$ cat config.mk
export PLATFORM = sky130hd
export DESIGN_NAME = io_dev_arbiter_flat
export DESIGN_NICKNAME = d
export VERILOG_FILES = /design/src/rtl/io_dev_arbiter_if.sv /design/src/rtl/io_dev_arbiter.sv /design/src/flat_wrapper.sv
export SDC_FILE = /design/constraint.sdc
export NUM_CORES = 1
export LEC_CHECK = 0
export CORE_MARGIN = 2
export CORE_UTILIZATION = 40
export DETAILED_ROUTE_END_ITERATION = 8
export SLEW_MARGIN = 20
export SYNTH_ARGS = -nofsm -noshare
export SYNTH_HDL_FRONTEND = slang
export SYNTH_SLANG_ARGS = --single-unit
$ cat constraint.sdc
create_clock -name clk -period 3.1 [get_ports clk]
set_input_delay 0.62 -clock clk [delete_from_list [all_inputs] [get_ports clk]]
set_output_delay 0.62 -clock clk [all_outputs]
set_load 0.01 [all_outputs]
$ cat src/rtl/io_dev_arbiter_if.sv
// Handshake bundle between the I/O unit, the peripherals and the operator panel.
// The arbiter connects through the slave modport; its environment drives the master modport.
interface io_dev_arbiter_if;
  // Operator panel
  logic [1:0] src_en_from_pnl;
  logic [1:0] snk_en_from_pnl;
  logic       clear_error_from_pnl;
  logic       in_busy_to_pnl;
  logic       out_busy_to_pnl;
  logic [1:0] timeout_to_pnl;

  // I/O unit input side
  logic       input_rdy_to_unit;
  logic       input_ack_from_unit;
  logic [4:0] input_data_to_unit;

  // Input sources: photo tape reader (0) and panel keyboard (1)
  logic [1:0] src_rdy_from_dev;
  logic [1:0] src_ack_to_dev;
  logic [9:0] src_data_from_dev;

  // I/O unit output side
  logic       output_rdy_from_unit;
  logic       output_ack_to_unit;
  logic [4:0] output_data_from_unit;

  // Output sinks: printer (0) and tape punch (1)
  logic [1:0] snk_rdy_to_dev;
  logic [1:0] snk_ack_from_dev;
  logic [4:0] snk_data_to_dev;

  modport slave (
    input  src_en_from_pnl, snk_en_from_pnl, clear_error_from_pnl,
    input  input_ack_from_unit, src_rdy_from_dev, src_data_from_dev,
    input  output_rdy_from_unit, output_data_from_unit, snk_ack_from_dev,
    output input_rdy_to_unit, input_data_to_unit, src_ack_to_dev,
    output output_ack_to_unit, snk_rdy_to_dev, snk_data_to_dev,
    output in_busy_to_pnl, out_busy_to_pnl, timeout_to_pnl
  );

  modport master (
    output src_en_from_pnl, snk_en_from_pnl, clear_error_from_pnl,
    output input_ack_from_unit, src_rdy_from_dev, src_data_from_dev,
    output output_rdy_from_unit, output_data_from_unit, snk_ack_from_dev,
    input  input_rdy_to_unit, input_data_to_unit, src_ack_to_dev,
    input  output_ack_to_unit, snk_rdy_to_dev, snk_data_to_dev,
    input  in_busy_to_pnl, out_busy_to_pnl, timeout_to_pnl
  );
endinterface

$ cat src/rtl/io_dev_arbiter.sv
// Shares the I/O unit's input channel between two sources and broadcasts output characters
// to the enabled sinks, with 4-phase handshakes on both sides and a per-character sink watchdog.
module io_dev_arbiter #(
  parameter bit          RR_INPUT       = 1'b1,
  parameter int unsigned TIMEOUT_CYCLES = 20'd1000000,
  parameter int unsigned TMR_W          = 20
) (
  input  logic             clk,
  input  logic             reset,
  io_dev_arbiter_if.slave  bus
);

  typedef enum logic [2:0] {
    IN_IDLE   = 3'b001,
    IN_FWD    = 3'b010,
    IN_DEVACK = 3'b100
  } in_state_t;

  typedef enum logic [2:0] {
    OUT_IDLE = 3'b001,
    OUT_SEND = 3'b010,
    OUT_ACK  = 3'b100
  } out_state_t;

  localparam logic [TMR_W-1:0] TMO_LAST = TMR_W'(TIMEOUT_CYCLES - 1);

  // ---------------------------------------------------------------- input side
  in_state_t  in_state;
  logic       grant_r;
  logic       rr_ptr;
  logic [4:0] data_in_r;
  logic       input_rdy_r;
  logic [1:0] src_ack_r;
  logic       in_busy_r;

  logic [1:0] req;
  logic       grant_pick;
  logic [4:0] src_word;

  assign req      = bus.src_rdy_from_dev & bus.src_en_from_pnl;
  assign src_word = grant_pick ? bus.src_data_from_dev[9:5] : bus.src_data_from_dev[4:0];

  // NOTE: every always_comb output gets a default first so no path can infer a latch.
  always_comb begin
    grant_pick = 1'b0;
    if (req == 2'b10)
      grant_pick = 1'b1;
    else if (req == 2'b11)
      grant_pick = RR_INPUT ? rr_ptr : 1'b0;
  end

  // NOTE: state is updated with non-blocking assignments so every register samples pre-edge values.
  always_ff @(posedge clk) begin
    // NOTE: data registers are reset too, since every output must read 0 right after reset.
    if (reset) begin
      in_state    <= IN_IDLE;
      grant_r     <= 1'b0;
      rr_ptr      <= 1'b0;
      data_in_r   <= '0;
      input_rdy_r <= 1'b0;
      src_ack_r   <= '0;
      in_busy_r   <= 1'b0;
    end else begin
      case (in_state)
        IN_IDLE: begin
          if (req != 2'b00) begin
            grant_r   <= grant_pick;
            data_in_r <= src_word;
            in_busy_r <= 1'b1;
            in_state  <= IN_FWD;
          end
        end
        IN_FWD: begin
          // rdy is raised one cycle after the grant is registered and dropped on the unit ack
          if (bus.input_ack_from_unit) begin
            input_rdy_r <= 1'b0;
            src_ack_r   <= grant_r ? 2'b10 : 2'b01;
            in_state    <= IN_DEVACK;
          end else begin
            input_rdy_r <= 1'b1;
          end
        end
        IN_DEVACK: begin
          if (!bus.src_rdy_from_dev[grant_r] && !bus.input_ack_from_unit) begin
            src_ack_r <= '0;
            in_busy_r <= 1'b0;
            rr_ptr    <= ~grant_r;
            in_state  <= IN_IDLE;
          end
        end
        default: begin
          input_rdy_r <= 1'b0;
          src_ack_r   <= '0;
          in_busy_r   <= 1'b0;
          in_state    <= IN_IDLE;
        end
      endcase
    end
  end

  assign bus.input_rdy_to_unit  = input_rdy_r;
  assign bus.input_data_to_unit = data_in_r;
  assign bus.src_ack_to_dev     = src_ack_r;
  assign bus.in_busy_to_pnl     = in_busy_r;

  // --------------------------------------------------------------- output side
  out_state_t       out_state;
  logic [4:0]       snk_data_r;
  logic [1:0]       mask_r;
  logic [1:0]       done_r;
  logic [1:0]       timed_out_r;
  logic [1:0]       tmo_flag_r;
  logic [1:0]       snk_rdy_r;
  logic             out_ack_r;
  logic             out_busy_r;
  logic [TMR_W-1:0] timer_r;

  logic       tmo_hit;
  logic [1:0] ack_live;
  logic [1:0] pending;
  logic [1:0] new_tmo;
  logic [1:0] done_next;
  logic       send_done;
  logic       ack_release;

  always_comb begin
    tmo_hit     = (out_state == OUT_SEND) && (timer_r == TMO_LAST);
    ack_live    = bus.snk_ack_from_dev & mask_r & ~done_r;
    // a sink acking in the watchdog's last cycle counts as answered, not timed out
    pending     = mask_r & ~done_r & ~bus.snk_ack_from_dev;
    new_tmo     = tmo_hit ? pending : 2'b00;
    done_next   = done_r | ack_live | new_tmo;
    send_done   = ((done_next & mask_r) == mask_r);
    ack_release = !bus.output_rdy_from_unit &&
                  ((bus.snk_ack_from_dev & mask_r & ~timed_out_r) == 2'b00);
  end

  always_ff @(posedge clk) begin
    if (reset) begin
      out_state   <= OUT_IDLE;
      snk_data_r  <= '0;
      mask_r      <= '0;
      done_r      <= '0;
      timed_out_r <= '0;
      tmo_flag_r  <= '0;
      snk_rdy_r   <= '0;
      out_ack_r   <= 1'b0;
      out_busy_r  <= 1'b0;
      timer_r     <= '0;
    end else begin
      // sticky panel flag: a fresh timeout beats a simultaneous clear
      tmo_flag_r <= (bus.clear_error_from_pnl ? 2'b00 : tmo_flag_r) | new_tmo;

      case (out_state)
        OUT_IDLE: begin
          if (bus.output_rdy_from_unit) begin
            snk_data_r  <= bus.output_data_from_unit;
            mask_r      <= bus.snk_en_from_pnl;
            done_r      <= '0;
            timed_out_r <= '0;
            timer_r     <= '0;
            snk_rdy_r   <= bus.snk_en_from_pnl;
            out_busy_r  <= 1'b1;
            out_state   <= OUT_SEND;
          end
        end
        OUT_SEND: begin
          timer_r     <= timer_r + 1'b1;
          done_r      <= done_next;
          timed_out_r <= timed_out_r | new_tmo;
          if (send_done) begin
            snk_rdy_r <= '0;
            out_ack_r <= 1'b1;
            out_state <= OUT_ACK;
          end else begin
            snk_rdy_r <= mask_r & ~done_next;
          end
        end
        OUT_ACK: begin
          if (ack_release) begin
            out_ack_r  <= 1'b0;
            out_busy_r <= 1'b0;
            out_state  <= OUT_IDLE;
          end
        end
        default: begin
          snk_rdy_r  <= '0;
          out_ack_r  <= 1'b0;
          out_busy_r <= 1'b0;
          out_state  <= OUT_IDLE;
        end
      endcase
    end
  end

  assign bus.snk_rdy_to_dev     = snk_rdy_r;
  assign bus.snk_data_to_dev    = snk_data_r;
  assign bus.output_ack_to_unit = out_ack_r;
  assign bus.out_busy_to_pnl    = out_busy_r;
  assign bus.timeout_to_pnl     = tmo_flag_r;

endmodule

$ cat src/flat_wrapper.sv
// flat-port wrapper written by rule: the top's interface ports become plain ports
module io_dev_arbiter_flat 
#(
  parameter bit          RR_INPUT       = 1'b1,
  parameter int unsigned TIMEOUT_CYCLES = 20'd1000000,
  parameter int unsigned TMR_W          = 20
)
  (clk, reset, bus_src_en_from_pnl, bus_snk_en_from_pnl, bus_clear_error_from_pnl, bus_input_ack_from_unit, bus_src_rdy_from_dev, bus_src_data_from_dev, bus_output_rdy_from_unit, bus_output_data_from_unit, bus_snk_ack_from_dev, bus_input_rdy_to_unit, bus_input_data_to_unit, bus_src_ack_to_dev, bus_output_ack_to_unit, bus_snk_rdy_to_dev, bus_snk_data_to_dev, bus_in_busy_to_pnl, bus_out_busy_to_pnl, bus_timeout_to_pnl);
  io_dev_arbiter_if bus_i ();
  input  logic clk;
  input  logic reset;
  input wire logic [$bits(bus_i.src_en_from_pnl)-1:0] bus_src_en_from_pnl;
  input wire logic [$bits(bus_i.snk_en_from_pnl)-1:0] bus_snk_en_from_pnl;
  input wire logic [$bits(bus_i.clear_error_from_pnl)-1:0] bus_clear_error_from_pnl;
  input wire logic [$bits(bus_i.input_ack_from_unit)-1:0] bus_input_ack_from_unit;
  input wire logic [$bits(bus_i.src_rdy_from_dev)-1:0] bus_src_rdy_from_dev;
  input wire logic [$bits(bus_i.src_data_from_dev)-1:0] bus_src_data_from_dev;
  input wire logic [$bits(bus_i.output_rdy_from_unit)-1:0] bus_output_rdy_from_unit;
  input wire logic [$bits(bus_i.output_data_from_unit)-1:0] bus_output_data_from_unit;
  input wire logic [$bits(bus_i.snk_ack_from_dev)-1:0] bus_snk_ack_from_dev;
  output wire logic [$bits(bus_i.input_rdy_to_unit)-1:0] bus_input_rdy_to_unit;
  output wire logic [$bits(bus_i.input_data_to_unit)-1:0] bus_input_data_to_unit;
  output wire logic [$bits(bus_i.src_ack_to_dev)-1:0] bus_src_ack_to_dev;
  output wire logic [$bits(bus_i.output_ack_to_unit)-1:0] bus_output_ack_to_unit;
  output wire logic [$bits(bus_i.snk_rdy_to_dev)-1:0] bus_snk_rdy_to_dev;
  output wire logic [$bits(bus_i.snk_data_to_dev)-1:0] bus_snk_data_to_dev;
  output wire logic [$bits(bus_i.in_busy_to_pnl)-1:0] bus_in_busy_to_pnl;
  output wire logic [$bits(bus_i.out_busy_to_pnl)-1:0] bus_out_busy_to_pnl;
  output wire logic [$bits(bus_i.timeout_to_pnl)-1:0] bus_timeout_to_pnl;
  assign bus_i.src_en_from_pnl = bus_src_en_from_pnl;
  assign bus_i.snk_en_from_pnl = bus_snk_en_from_pnl;
  assign bus_i.clear_error_from_pnl = bus_clear_error_from_pnl;
  assign bus_i.input_ack_from_unit = bus_input_ack_from_unit;
  assign bus_i.src_rdy_from_dev = bus_src_rdy_from_dev;
  assign bus_i.src_data_from_dev = bus_src_data_from_dev;
  assign bus_i.output_rdy_from_unit = bus_output_rdy_from_unit;
  assign bus_i.output_data_from_unit = bus_output_data_from_unit;
  assign bus_i.snk_ack_from_dev = bus_snk_ack_from_dev;
  assign bus_input_rdy_to_unit = bus_i.input_rdy_to_unit;
  assign bus_input_data_to_unit = bus_i.input_data_to_unit;
  assign bus_src_ack_to_dev = bus_i.src_ack_to_dev;
  assign bus_output_ack_to_unit = bus_i.output_ack_to_unit;
  assign bus_snk_rdy_to_dev = bus_i.snk_rdy_to_dev;
  assign bus_snk_data_to_dev = bus_i.snk_data_to_dev;
  assign bus_in_busy_to_pnl = bus_i.in_busy_to_pnl;
  assign bus_out_busy_to_pnl = bus_i.out_busy_to_pnl;
  assign bus_timeout_to_pnl = bus_i.timeout_to_pnl;
  io_dev_arbiter #(.RR_INPUT(RR_INPUT), .TIMEOUT_CYCLES(TIMEOUT_CYCLES), .TMR_W(TMR_W)) u_core (.clk(clk), .reset(reset), .bus(bus_i));
endmodule
Word level (Yosys, flattened, before mapping)
Index checks and enable logic that the tools add are counted.

storage, ports and cells
  register bits = 54
  word-level logic and storage cells = 115

operators by class
  $add $sub $neg = 1
  magnitude comparators = 1
  eq/ne operators = 16
  muxes and demuxes = 37
  bitwise operators = 22
  reductions and logical operators = 21

operators by type and width
  kind                     count
  $pmux W20 S2             1
  $add A20 B1 Y20 const B  1
  $eq A20 B20 Y1 const B   1
  $mux W20                 1
  $mux W3                  6
  $pmux W3 S3              2
  $reduce_and A3 Y1        6
  $and A2 B2 Y2            8
  $mux W2                  8
  $pmux W2 S3              2
  $mux W1                  10
  $reduce_and A2 Y1        5
  $pmux W1 S3              3
  $ne A2 B1 Y1 const B     4
  $not A2 Y2               4
  $or A2 B2 Y2             4
  $pmux W2 S2              2
  $eq A3 B1 Y1 const B     2
  $eq A3 B2 Y1 const B     2
  $eq A3 B3 Y1 const B     2
  $not A1 Y1               6
  $mux W5                  1
  $eq A2 B2 Y1 const B     2
  $ne A2 B2 Y1 const B     2
  other kinds (8)          13

Longest topological paths before layout
Gate-level depths: netlist (run 1).

  depth in word-level cells = 9
  depth in mapped cells = 6
  gate-level depth less buffers = 5

Worst setup path before layout (run 1)
Ideal clock, no wire load.

  path type = register to register
  from = register u_core.timer_r[15]
  to = register u_core.tmo_flag_r[1] (netlist: u_core.bus.timeout_to_pnl[1])
  arrival time = 1944 ps
  data required time = 3032 ps
  slack = 1088 ps
  stages on the path, launching flop included = 6
  path buffers = 1
  period minus slack after synthesis = 2012 ps
  cells stage by stage = dfxtp_1 -> or4_1 -> or4_1 -> buf_2 -> or3_4 -> a21oi_2

on the way
  word-level cells in the longest chain between the ends = 4

RTL lines
  element                 RTL line               text
  from (decl)             io_dev_arbiter.sv:116  logic [TMR_W-1:0] timer_r;
  from (signal assigned)  io_dev_arbiter.sv:168  timer_r <= timer_r + 1'b1;
  $eq A20 B20 Y1          io_dev_arbiter.sv:127  tmo_hit = (out_state == OUT_SEND) && (timer_r == TMO_LAST);
  $logic_and A1 B1 Y1     io_dev_arbiter.sv:127
  $mux W2                 io_dev_arbiter.sv:131  new_tmo = tmo_hit ? pending : 2'b00;
  $or A2 B2 Y2            io_dev_arbiter.sv:152  tmo_flag_r <= (bus.clear_error_from_pnl ? 2'b00 : tmo_flag_r) | new_tmo;
  to (signal assigned)    io_dev_arbiter.sv:152
  to (decl)               io_dev_arbiter.sv:112  logic [1:0] tmo_flag_r;

Every way passes these cells.
A chain may end at the register's enable or synchronous reset.

Worst setup path in the final report (run 1)
Ends and elaborated chain as after synthesis.

==> flow_metrics.env, run 1 <==
export IMPL_hold_depth=2
export IMPL_syn_avg_cell_area_um2=8.42
export IMPL_synth_cells=310
export IMPL_grt_max_degree=37
export IMPL_avgRoutedWirePerCell_um=14.7
export IMPL_yosysWarnings=0
export IMPL_crit_path_max_fanout=7
export IMPL_finalSetupViolCount=0
export IMPL_synth_xor_area_share_pct=0.336
export IMPL_clkLatencyLatePin_ns=0.31
export IMPL_clk_pin_slew_ns=0.09
export IMPL_irDropWorstVdd_v=0.000293
export IMPL_p_leak_nw=1.10
export IMPL_status="finished, final reports clean"
export IMPL_grt_pass1_wl_um=10900
export IMPL_fin_crit_sh_pct=71.0
export IMPL_synth_seq_cells=54
export IMPL_nets=380
export IMPL_vias_per_cell=5.70
export IMPL_tightest_slew_ns=0.768
export IMPL_grt_antenna_before_repair=0
export IMPL_r2r_cells=4
export IMPL_core_area_mm2=0.00631
export IMPL_grt_setup_unrepaired="no"
export IMPL_muxShareOfSynthArea_pct=3.60
export IMPL_placed_area_mm2=0.00314
export IMPL_port_buffers=47
export IMPL_ios=48
export IMPL_ys_types=51
export IMPL_grt_total_usage_pct=18.3
export IMPL_ant_nets=0
export IMPL_cp_data_required_time_ns=3.34
export IMPL_cp_end_kind="register"
export IMPL_hpwl_um=4440
export IMPL_row_count=29
export IMPL_start_util_pct=41.3
export IMPL_fin_tns_setup_ns=0
export IMPL_netlist_area_mm2=0.00261
export IMPL_drive_gt1_share_pct=8.81
export IMPL_clock_sinks=54
export IMPL_syn_to_final_growth_pct=24.5
export IMPL_clock_fmax_mhz=454
export IMPL_die_h_um=84.8
export IMPL_wl_um=6320
export IMPL_hold_viol_final=0
export IMPL_grt_overflow_total=0
export IMPL_cap_violations=0
export IMPL_n_fill_cell=626
export IMPL_synth_top_family_by_area="simple AND/OR/NAND/NOR gates"
export IMPL_die_x_um=84.8
export IMPL_clockBufferDepth=2
export IMPL_synth_simple_area_share_pct=27.6
export IMPL_dp_cells=421
export IMPL_postCtsHoldBufs=0
export IMPL_numCtsBuffers=5
export IMPL_hold_path_class="reg2reg"
export IMPL_drtPass1Iterations=4
export IMPL_h_tree_depth=2
export IMPL_crit_type="reg2reg"
export IMPL_final_common_cell="dfxtp_1"
export IMPL_async_flop_share_pct=0
export IMPL_slew_viol_final=0
export IMPL_grt_pass1_vias=2299
export IMPL_cp_start_kind="register"
export IMPL_fin_skew_ns=0.00319
export IMPL_gp_congestion=0.804
export IMPL_max_slew_margin_rel_pct=48.5
export IMPL_fin_crit_ns=2.20
export IMPL_cts_tree="done"
export IMPL_diodes=0
export IMPL_synthAdderAreaFrac_pct=0.479
export IMPL_synth_compound_area_share_pct=23.1
export IMPL_post_cts_setup_buffer_count=0
export IMPL_stdcell_count=429
export IMPL_remaining_drc_errors=0
export IMPL_synth_edf_count=0
export IMPL_arrival_ns=2.44
export IMPL_whs_ns=0.464
export IMPL_final_cell_area_mm2=0.00325
export IMPL_final_cell_mix="dfxtp_1, clkdlybuf4s50_1, a21oi_1, nand2_1, nor2_1"
export IMPL_powerDensity_mw_per_mm2=441
export IMPL_synth_ff_type="dfxtp_1"
export IMPL_cts_resized_gates=0
export IMPL_mappedNetlistNets=339
export IMPL_seq_area_frac_synth_pct=41.4
export IMPL_vias=2447
export IMPL_dieArea_mm2=0.00719
export IMPL_drt_iter0_markers=147
export IMPL_cts_root_buf="clkbuf_8"
kinds of logic after synthesis:
| logic type | after synthesis |
|---|---|
| AO/OA/AOI/OAI | 95 |
| XOR/XNOR | 1 |
| adder cells (fa/ha/maj) | 1 |
| buffers and inverters | 24 |
| flip-flops | 54 |
| multiplexers | 9 |
| AND/OR/NAND/NOR | 126 |
cell type report:
type | count | area, um^2 | share of cell area, %
tap | 77 | 96.3 | 2.96
clock buffer | 7 | 76.3 | 2.35
timing repair buffer | 53 | 510 | 15.7
multi-input combinational | 232 | 1440 | 44.2
clock inverter | 1 | 30.0 | 0.924
sequential | 54 | 1080 | 33.3
inverter | 5 | 18.8 | 0.577
flip-flops by register name (all words and copies together) (netlist names):
name,flops
u_core.timer_r,20
u_core.rr_ptr,1
u_core.bus.snk_rdy_to_dev,2
u_core.out_state,3
u_core.bus.input_rdy_to_unit,1
u_core.bus.src_ack_to_dev,2
u_core.bus.input_data_to_unit,5
u_core.bus.out_busy_to_pnl,1
u_core.bus.timeout_to_pnl,2
u_core.timed_out_r,2
u_core.bus.snk_data_to_dev,5
u_core.bus.output_ack_to_unit,1
u_core.done_r,2
u_core.in_state,3
u_core.mask_r,2
u_core.grant_r,1
u_core.bus.in_busy_to_pnl,1
final timing paths:
check                                start                             to  slack [ns]
min reg2reg  u_core.bus.snk_data_to_dev[3]  u_core.bus.snk_data_to_dev[3]        0.46
min          u_core.bus.snk_data_to_dev[3]  u_core.bus.snk_data_to_dev[3]        0.46
max reg2reg             u_core.timer_r[15]   u_core.bus.timeout_to_pnl[1]        0.90
max                     u_core.timer_r[15]   u_core.bus.timeout_to_pnl[1]        0.90
synthesized netlist by cell type (2+ instances only):
cell type | n | area (um^2)
inv_1 | 5 | 18.8
nand3b_1 | 4 | 30.0
nand2b_1 | 4 | 25.0
a21o_1 | 3 | 22.5
and2_1 | 4 | 25.0
a21oi_2 | 3 | 26.3
o21ai_0 | 11 | 55.1
nand2_1 | 29 | 109
or2_2 | 2 | 12.5
or3_1 | 4 | 25.0
a31oi_1 | 7 | 43.8
mux2_2 | 3 | 33.8
dfxtp_1 | 54 | 1080
nor4bb_1 | 2 | 20.0
and3_1 | 4 | 25.0
nor3_1 | 6 | 30.0
o21bai_1 | 4 | 30.0
o31ai_1 | 2 | 15.0
or3b_2 | 7 | 61.3
a311oi_1 | 2 | 17.5
nand4_1 | 3 | 18.8
nand3_1 | 8 | 40.0
o311ai_0 | 5 | 43.8
nor2b_1 | 3 | 18.8
mux2i_1 | 6 | 60.1
clkbuf_1 | 17 | 63.8
o211ai_1 | 4 | 30.0
a21oi_1 | 38 | 190
nand4bb_1 | 2 | 22.5
or4_1 | 10 | 75.1
nor2_1 | 23 | 86.3
or3b_1 | 2 | 17.5
a211oi_1 | 9 | 67.6
a2bb2oi_1 | 2 | 17.5
nor3b_1 | 2 | 15.0
power by group:
part | total [mW] | switching, mW | internal (mW)
clock network | 0.468 | 0.226 | 0.242
logic | 0.219 | 0.103 | 0.116
registers | 0.747 | 0.0247 | 0.723
per-layer routing:
layer / GRT usage (%) / share of wire (%) / up-vias / routed length, um
li1: - / - / 1233 / -
met1: 25.7 / 50 / 1158 / 3140
met2: 28.3 / 45 / 49 / 2870
met3: 3.54 / 3.7 / 7 / 232
met4: 6.06 / 1.1 / 0 / 70
met5: 0 / 0 / - / 0
critical path: stages, from the launching register on:
cell     delay, ns
dfxtp_1       0.37
or4_1         0.53
or4_1         0.65
or3_4         0.45
a21oi_2       0.13
metrics by stage:
| step | util (%) | total power, mW | worst slack, ns |
|---|---|---|---|
| 3_3_place_gp | 49.8 | 0.981 | 0.649 |
| 4_1_cts | 51.5 | 1.45 | 0.894 |
| 5_1_grt | 51.5 | 1.50 | 0.776 |
| 3_5_place_dp | 49.8 | 0.983 | 0.611 |
| 6_report | 51.5 | 1.43 | 0.899 |
| 2_1_floorplan | - | 0.875 | 1.09 |
(Power assumes the default switching activity.)
==> inputs of run 2 (changes only) <==
Clock period 3.1 ns to 2.2 ns, I/O delays scaled along.
==> flow_metrics.env, run 2 (synthesis gave the netlist of run 1 again) <==
export IMPL_powerDensity_mw_per_mm2=649
export IMPL_numCtsBuffers=5
export IMPL_drive_gt1_share_pct=11.9
export IMPL_status="finished, final reports clean"
export IMPL_die_x_um=84.8
export IMPL_grt_pass1_vias=2346
export IMPL_slew_viol_final=0
export IMPL_cp_data_required_time_ns=2.45
export IMPL_vias=2460
export IMPL_post_cts_setup_buffer_count=0
export IMPL_r2r_start="u_core.timer_r[15]"
export IMPL_remaining_drc_errors=0
export IMPL_final_cell_mix="dfxtp_1, clkdlybuf4s50_1, a21oi_1, nand2_1, nor2_1"
export IMPL_postCtsHoldBufs=0
export IMPL_clockBufferDepth=2
export IMPL_irDropWorstVdd_v=0.000457
export IMPL_drt_iter0_markers=101
export IMPL_gp_congestion=0.795
export IMPL_cts_root_buf="clkbuf_8"
export IMPL_largest_register="u_core.timer_r"
export IMPL_whs_ns=0.458
export IMPL_cp_end_kind="register"
export IMPL_nets=390
export IMPL_r2r_cells=4
export IMPL_row_count=29
export IMPL_cts_tree="done"
export IMPL_p_leak_nw=1.17
export IMPL_finish_utilization_pct=53.3
export IMPL_hold_viol_final=0
export IMPL_grt_total_usage_pct=18.4
export IMPL_clock_fmax_mhz=489
export IMPL_n_fill_cell=615
export IMPL_dp_cells=431
export IMPL_drtPass1Iterations=4
export IMPL_clk_pin_slew_ns=0.10
export IMPL_crit_type="reg2reg"
export IMPL_vias_per_cell=5.60
export IMPL_hpwl_um=4520
export IMPL_totalPowerFinal_mw=2.18
export IMPL_h_tree_depth=2
export IMPL_core_area_mm2=0.00631
export IMPL_final_common_cell="dfxtp_1"
export IMPL_reg2reg_slack_ns=0.15
export IMPL_cp_start_kind="register"
export IMPL_grt_setup_unrepaired="no"
export IMPL_grt_max_degree=29
export IMPL_crit_path_max_fanout=6
export IMPL_finalSetupViolCount=0
export IMPL_tightest_slew_ns=0.647
export IMPL_grt_antenna_before_repair=0
export IMPL_start_util_pct=41.3
export IMPL_cap_violations=0
export IMPL_diodes=0
export IMPL_die_h_um=84.8
export IMPL_largest_register_ffs=20
export IMPL_grt_pass1_wl_um=11000
export IMPL_port_buffers=47
export IMPL_cts_resized_gates=0
export IMPL_clkLatencyLatePin_ns=0.31
export IMPL_stdcell_count=439
export IMPL_fin_skew_ns=0.00655
export IMPL_crit_start="u_core.timer_r[15]"
export IMPL_max_slew_margin_rel_pct=56.8
export IMPL_rr_endpoint="u_core.bus.timeout_to_pnl[1]"
export IMPL_ios=48
export IMPL_dieArea_mm2=0.00719
export IMPL_pre_cts_slack_ns=-0.0696
export IMPL_arrival_ns=2.30
export IMPL_clock_sinks=54
export IMPL_fin_crit_ns=2.05
export IMPL_grt_overflow_total=0
export IMPL_cp_endpoint="u_core.bus.timeout_to_pnl[1]"
export IMPL_ant_nets=0
export IMPL_hold_path_class="reg2reg"
export IMPL_fin_crit_sh_pct=93.0
export IMPL_wl_um=6340
export IMPL_avgRoutedWirePerCell_um=14.4
export IMPL_fin_ws_ns=0.154
export IMPL_syn_to_final_growth_pct=28.8
run 2: cell types whose count changed in the layout (fill, tap and decap cells not counted):
cell	delta
clkbuf_8	+1
clkbuf_1	-2
buf_4	+10
bufinv_16	+1
run 2: metrics by stage:
| step | cell area, um^2 | setup TNS [ns] |
|---|---|---|
| 2_1_floorplan | 2610 | 0 |
| 3_3_place_gp | 3220 | -0.0144 |
| 3_5_place_dp | 3220 | -0.191 |
| 4_1_cts | 3360 | 0 |
| 5_1_grt | 3360 | 0 |
| 6_report | 3360 | 0 |
run 2: layer usage:
layer	GRT usage (%)	up-vias	routed length [um]
met2	30.9	39	2980
met1	24.7	1162	3080
met3	3.05	7	213
met4	4.62	0	55
met5	0	-	0
li1	-	1252	-
run 2: critical path, stage by stage (launching register included):
cell	delay, ns
dfxtp_1	0.36
or4_1	0.51
or4_1	0.57
or3_4	0.43
a21oi_2	0.12
run 2: worst min path at each step:
stage,from,to,slack [ns],depth (start not counted)
global placement,u_core.bus.snk_data_to_dev[2],u_core.bus.snk_data_to_dev[2],0.44,2
floorplan,u_core.timed_out_r[0],u_core.timed_out_r[0],0.43,2
finish,u_core.bus.snk_data_to_dev[0],u_core.bus.snk_data_to_dev[0],0.46,2
detailed placement,u_core.bus.snk_data_to_dev[0],u_core.bus.snk_data_to_dev[0],0.45,2
CTS,u_core.bus.snk_data_to_dev[0],u_core.bus.snk_data_to_dev[0],0.46,2
global route,u_core.bus.snk_data_to_dev[0],u_core.bus.snk_data_to_dev[0],0.48,2
run 2: area by class of cell:
type	instances	area (um^2)	area share, %
multi-input combinational	232	1440	42.8
sequential	54	1080	32.2
timing repair buffer	63	586	17.4
tap	77	96.3	2.87
clock buffer	6	82.6	2.46
clock inverter	2	60.1	1.79
inverter	5	18.8	0.558
run 2: power breakdown:
group	switching (mW)	internal (mW)	total, mW
registers	0.0326	1.02	1.05
logic	0.147	0.168	0.315
clock network	0.330	0.485	0.815
total	0.510	1.67	2.18
==> inputs of run 3 (changes only) <==
Settings changed: CTS_BUF_LIST from default to sky130_fd_sc_hd__clkbuf_16.
==> flow_metrics.env, run 3 (synthesis gave the netlist of run 1 again) <==
export IMPL_crit_path_max_fanout=6
export IMPL_row_count=29
export IMPL_cts_root_buf="clkbuf_16"
export IMPL_die_x_um=84.8
export IMPL_gp_congestion=0.795
export IMPL_n_fill_cell=602
export IMPL_grt_overflow_total=0
export IMPL_largest_register_ffs=20
export IMPL_wl_um=6370
export IMPL_pre_cts_slack_ns=-0.0696
export IMPL_ios=48
export IMPL_die_h_um=84.8
export IMPL_start_util_pct=41.3
export IMPL_irDropWorstVdd_v=0.000486
export IMPL_arrival_ns=2.26
export IMPL_grt_use_met1_pct=24.9
export IMPL_cp_slowest_cell="or4_1"
export IMPL_grt_pass1_wl_um=11100
export IMPL_fin_crit_sh_pct=92.4
export IMPL_cts_resized_gates=0
export IMPL_numCtsBuffers=5
export IMPL_avgRoutedWirePerCell_um=14.5
export IMPL_postCtsHoldBufs=0
export IMPL_grt_busiest_layer="met2"
export IMPL_dp_cells=431
export IMPL_post_cts_setup_buffer_count=0
export IMPL_max_slew_margin_rel_pct=56.8
export IMPL_syn_to_final_growth_pct=30.6
export IMPL_cp_num_buf_inv=0
export IMPL_fin_ws_ns=0.167
export IMPL_fin_tns_setup_ns=0
export IMPL_fin_crit_ns=2.03
export IMPL_stdcell_count=439
export IMPL_powerDensity_mw_per_mm2=694
export IMPL_grt_max_degree=29
export IMPL_status="finished, final reports clean"
export IMPL_vias=2474
export IMPL_cpPeakStageDelay_ns=0.57
export IMPL_regArea_mm2=0.00108
export IMPL_cts_tree="done"
export IMPL_h_tree_depth=2
export IMPL_finalSetupViolCount=0
export IMPL_cap_violations=0
export IMPL_clockBufferDepth=2
export IMPL_remaining_drc_errors=0
export IMPL_ant_nets=0
export IMPL_met3_usage_pct=3.44
export IMPL_largest_register="u_core.timer_r"
export IMPL_clkLatencyLatePin_ns=0.29
export IMPL_clk_pin_slew_ns=0.07
export IMPL_cp_data_required_time_ns=2.43
export IMPL_multiInputGateArea_mm2=0.00144
export IMPL_final_common_cell="dfxtp_1"
export IMPL_diodes=0
export IMPL_totalPowerFinal_mw=2.36
export IMPL_final_cell_mix="dfxtp_1, clkdlybuf4s50_1, a21oi_1, nand2_1, nor2_1"
export IMPL_dieArea_mm2=0.00719
export IMPL_finish_utilization_pct=54.0
export IMPL_tightest_slew_ns=0.647
export IMPL_grt_pass1_vias=2371
export IMPL_drt_iter0_markers=113
export IMPL_grt_setup_unrepaired="no"
export IMPL_port_buffers=47
export IMPL_core_area_mm2=0.00631
export IMPL_crit_chain="or4_1 > or4_1 > or3_4 > a21oi_2"
export IMPL_crit_type="reg2reg"
export IMPL_grt_antenna_before_repair=0
export IMPL_drive_gt1_share_pct=11.6
export IMPL_drtPass1Iterations=4
export IMPL_clock_sinks=54
export IMPL_crit_family="simple AND/OR/NAND/NOR gates"
export IMPL_hpwl_um=4520
export IMPL_hold_viol_final=0
export IMPL_cp_start_kind="register"
export IMPL_vias_per_cell=5.64
export IMPL_hold_path_class="reg2reg"
export IMPL_crit_top_cell="or4_1"
export IMPL_p_leak_nw=1.19
export IMPL_fin_skew_ns=0.00860
export IMPL_grt_use_met2_pct=31.6
export IMPL_clock_fmax_mhz=492
export IMPL_slew_viol_final=0
export IMPL_grt_total_usage_pct=18.7
export IMPL_nets=390
export IMPL_cp_end_kind="register"
run 3: cell types whose count changed in the layout (fill, tap and decap cells not counted):
cell,previous run,this run
clkbuf_16,0,5
clkbuf_8,6,0
clkinv_1,0,1
run 3: path summary, 6_finish.rpt:
kind / slack [ns] / cells past startpoint / from / end
max: 0.17 / 4 / u_core.timer_r[15] / u_core.bus.timeout_to_pnl[1]
max reg2reg: 0.17 / 4 / u_core.timer_r[15] / u_core.bus.timeout_to_pnl[1]
min reg2reg: 0.45 / 2 / u_core.bus.snk_data_to_dev[0] / u_core.bus.snk_data_to_dev[0]
min: 0.45 / 2 / u_core.bus.snk_data_to_dev[0] / u_core.bus.snk_data_to_dev[0]
run 3: cell type report:
| cell class | count | share of cell area [%] |
|---|---|---|
| clock inverter | 3 | 1.87 |
| multi-input combinational | 232 | 42.2 |
| timing repair buffer | 63 | 17.2 |
| tap | 77 | 2.83 |
| sequential | 54 | 31.7 |
| inverter | 5 | 0.551 |
| clock buffer | 5 | 3.67 |
run 3: power by group:
part | leakage (nW) | internal, mW | switching [mW] | total (mW)
logic | 0.657 | 0.168 | 0.148 | 0.315
clock network | 0.0915 | 0.648 | 0.349 | 0.997
registers | 0.439 | 1.02 | 0.0327 | 1.05
total | 1.19 | 1.83 | 0.529 | 2.36
run 3: metrics by stage:
stage	area [um^2]	hold slack, ns
after floorplan	2610	0.431
after global placement	3220	0.445
after detailed placement	3220	0.449
after CTS	3410	0.459
after global routing	3410	0.479
final	3410	0.454
run 3: per-layer routing:
layer / share of wire (%) / vias to the layer above / routed length, um
met1: 48 / 1175 / 3060
li1: - / 1252 / -
met5: 0 / - / 0
met2: 47 / 43 / 3020
met3: 3.6 / 4 / 231
met4: 0.83 / 0 / 53
run 3: worst min-delay path: stages (launching register included):
cell	delay, ns
dfxtp_1	0.31
nand2_1	0.05
a21oi_1	0.05
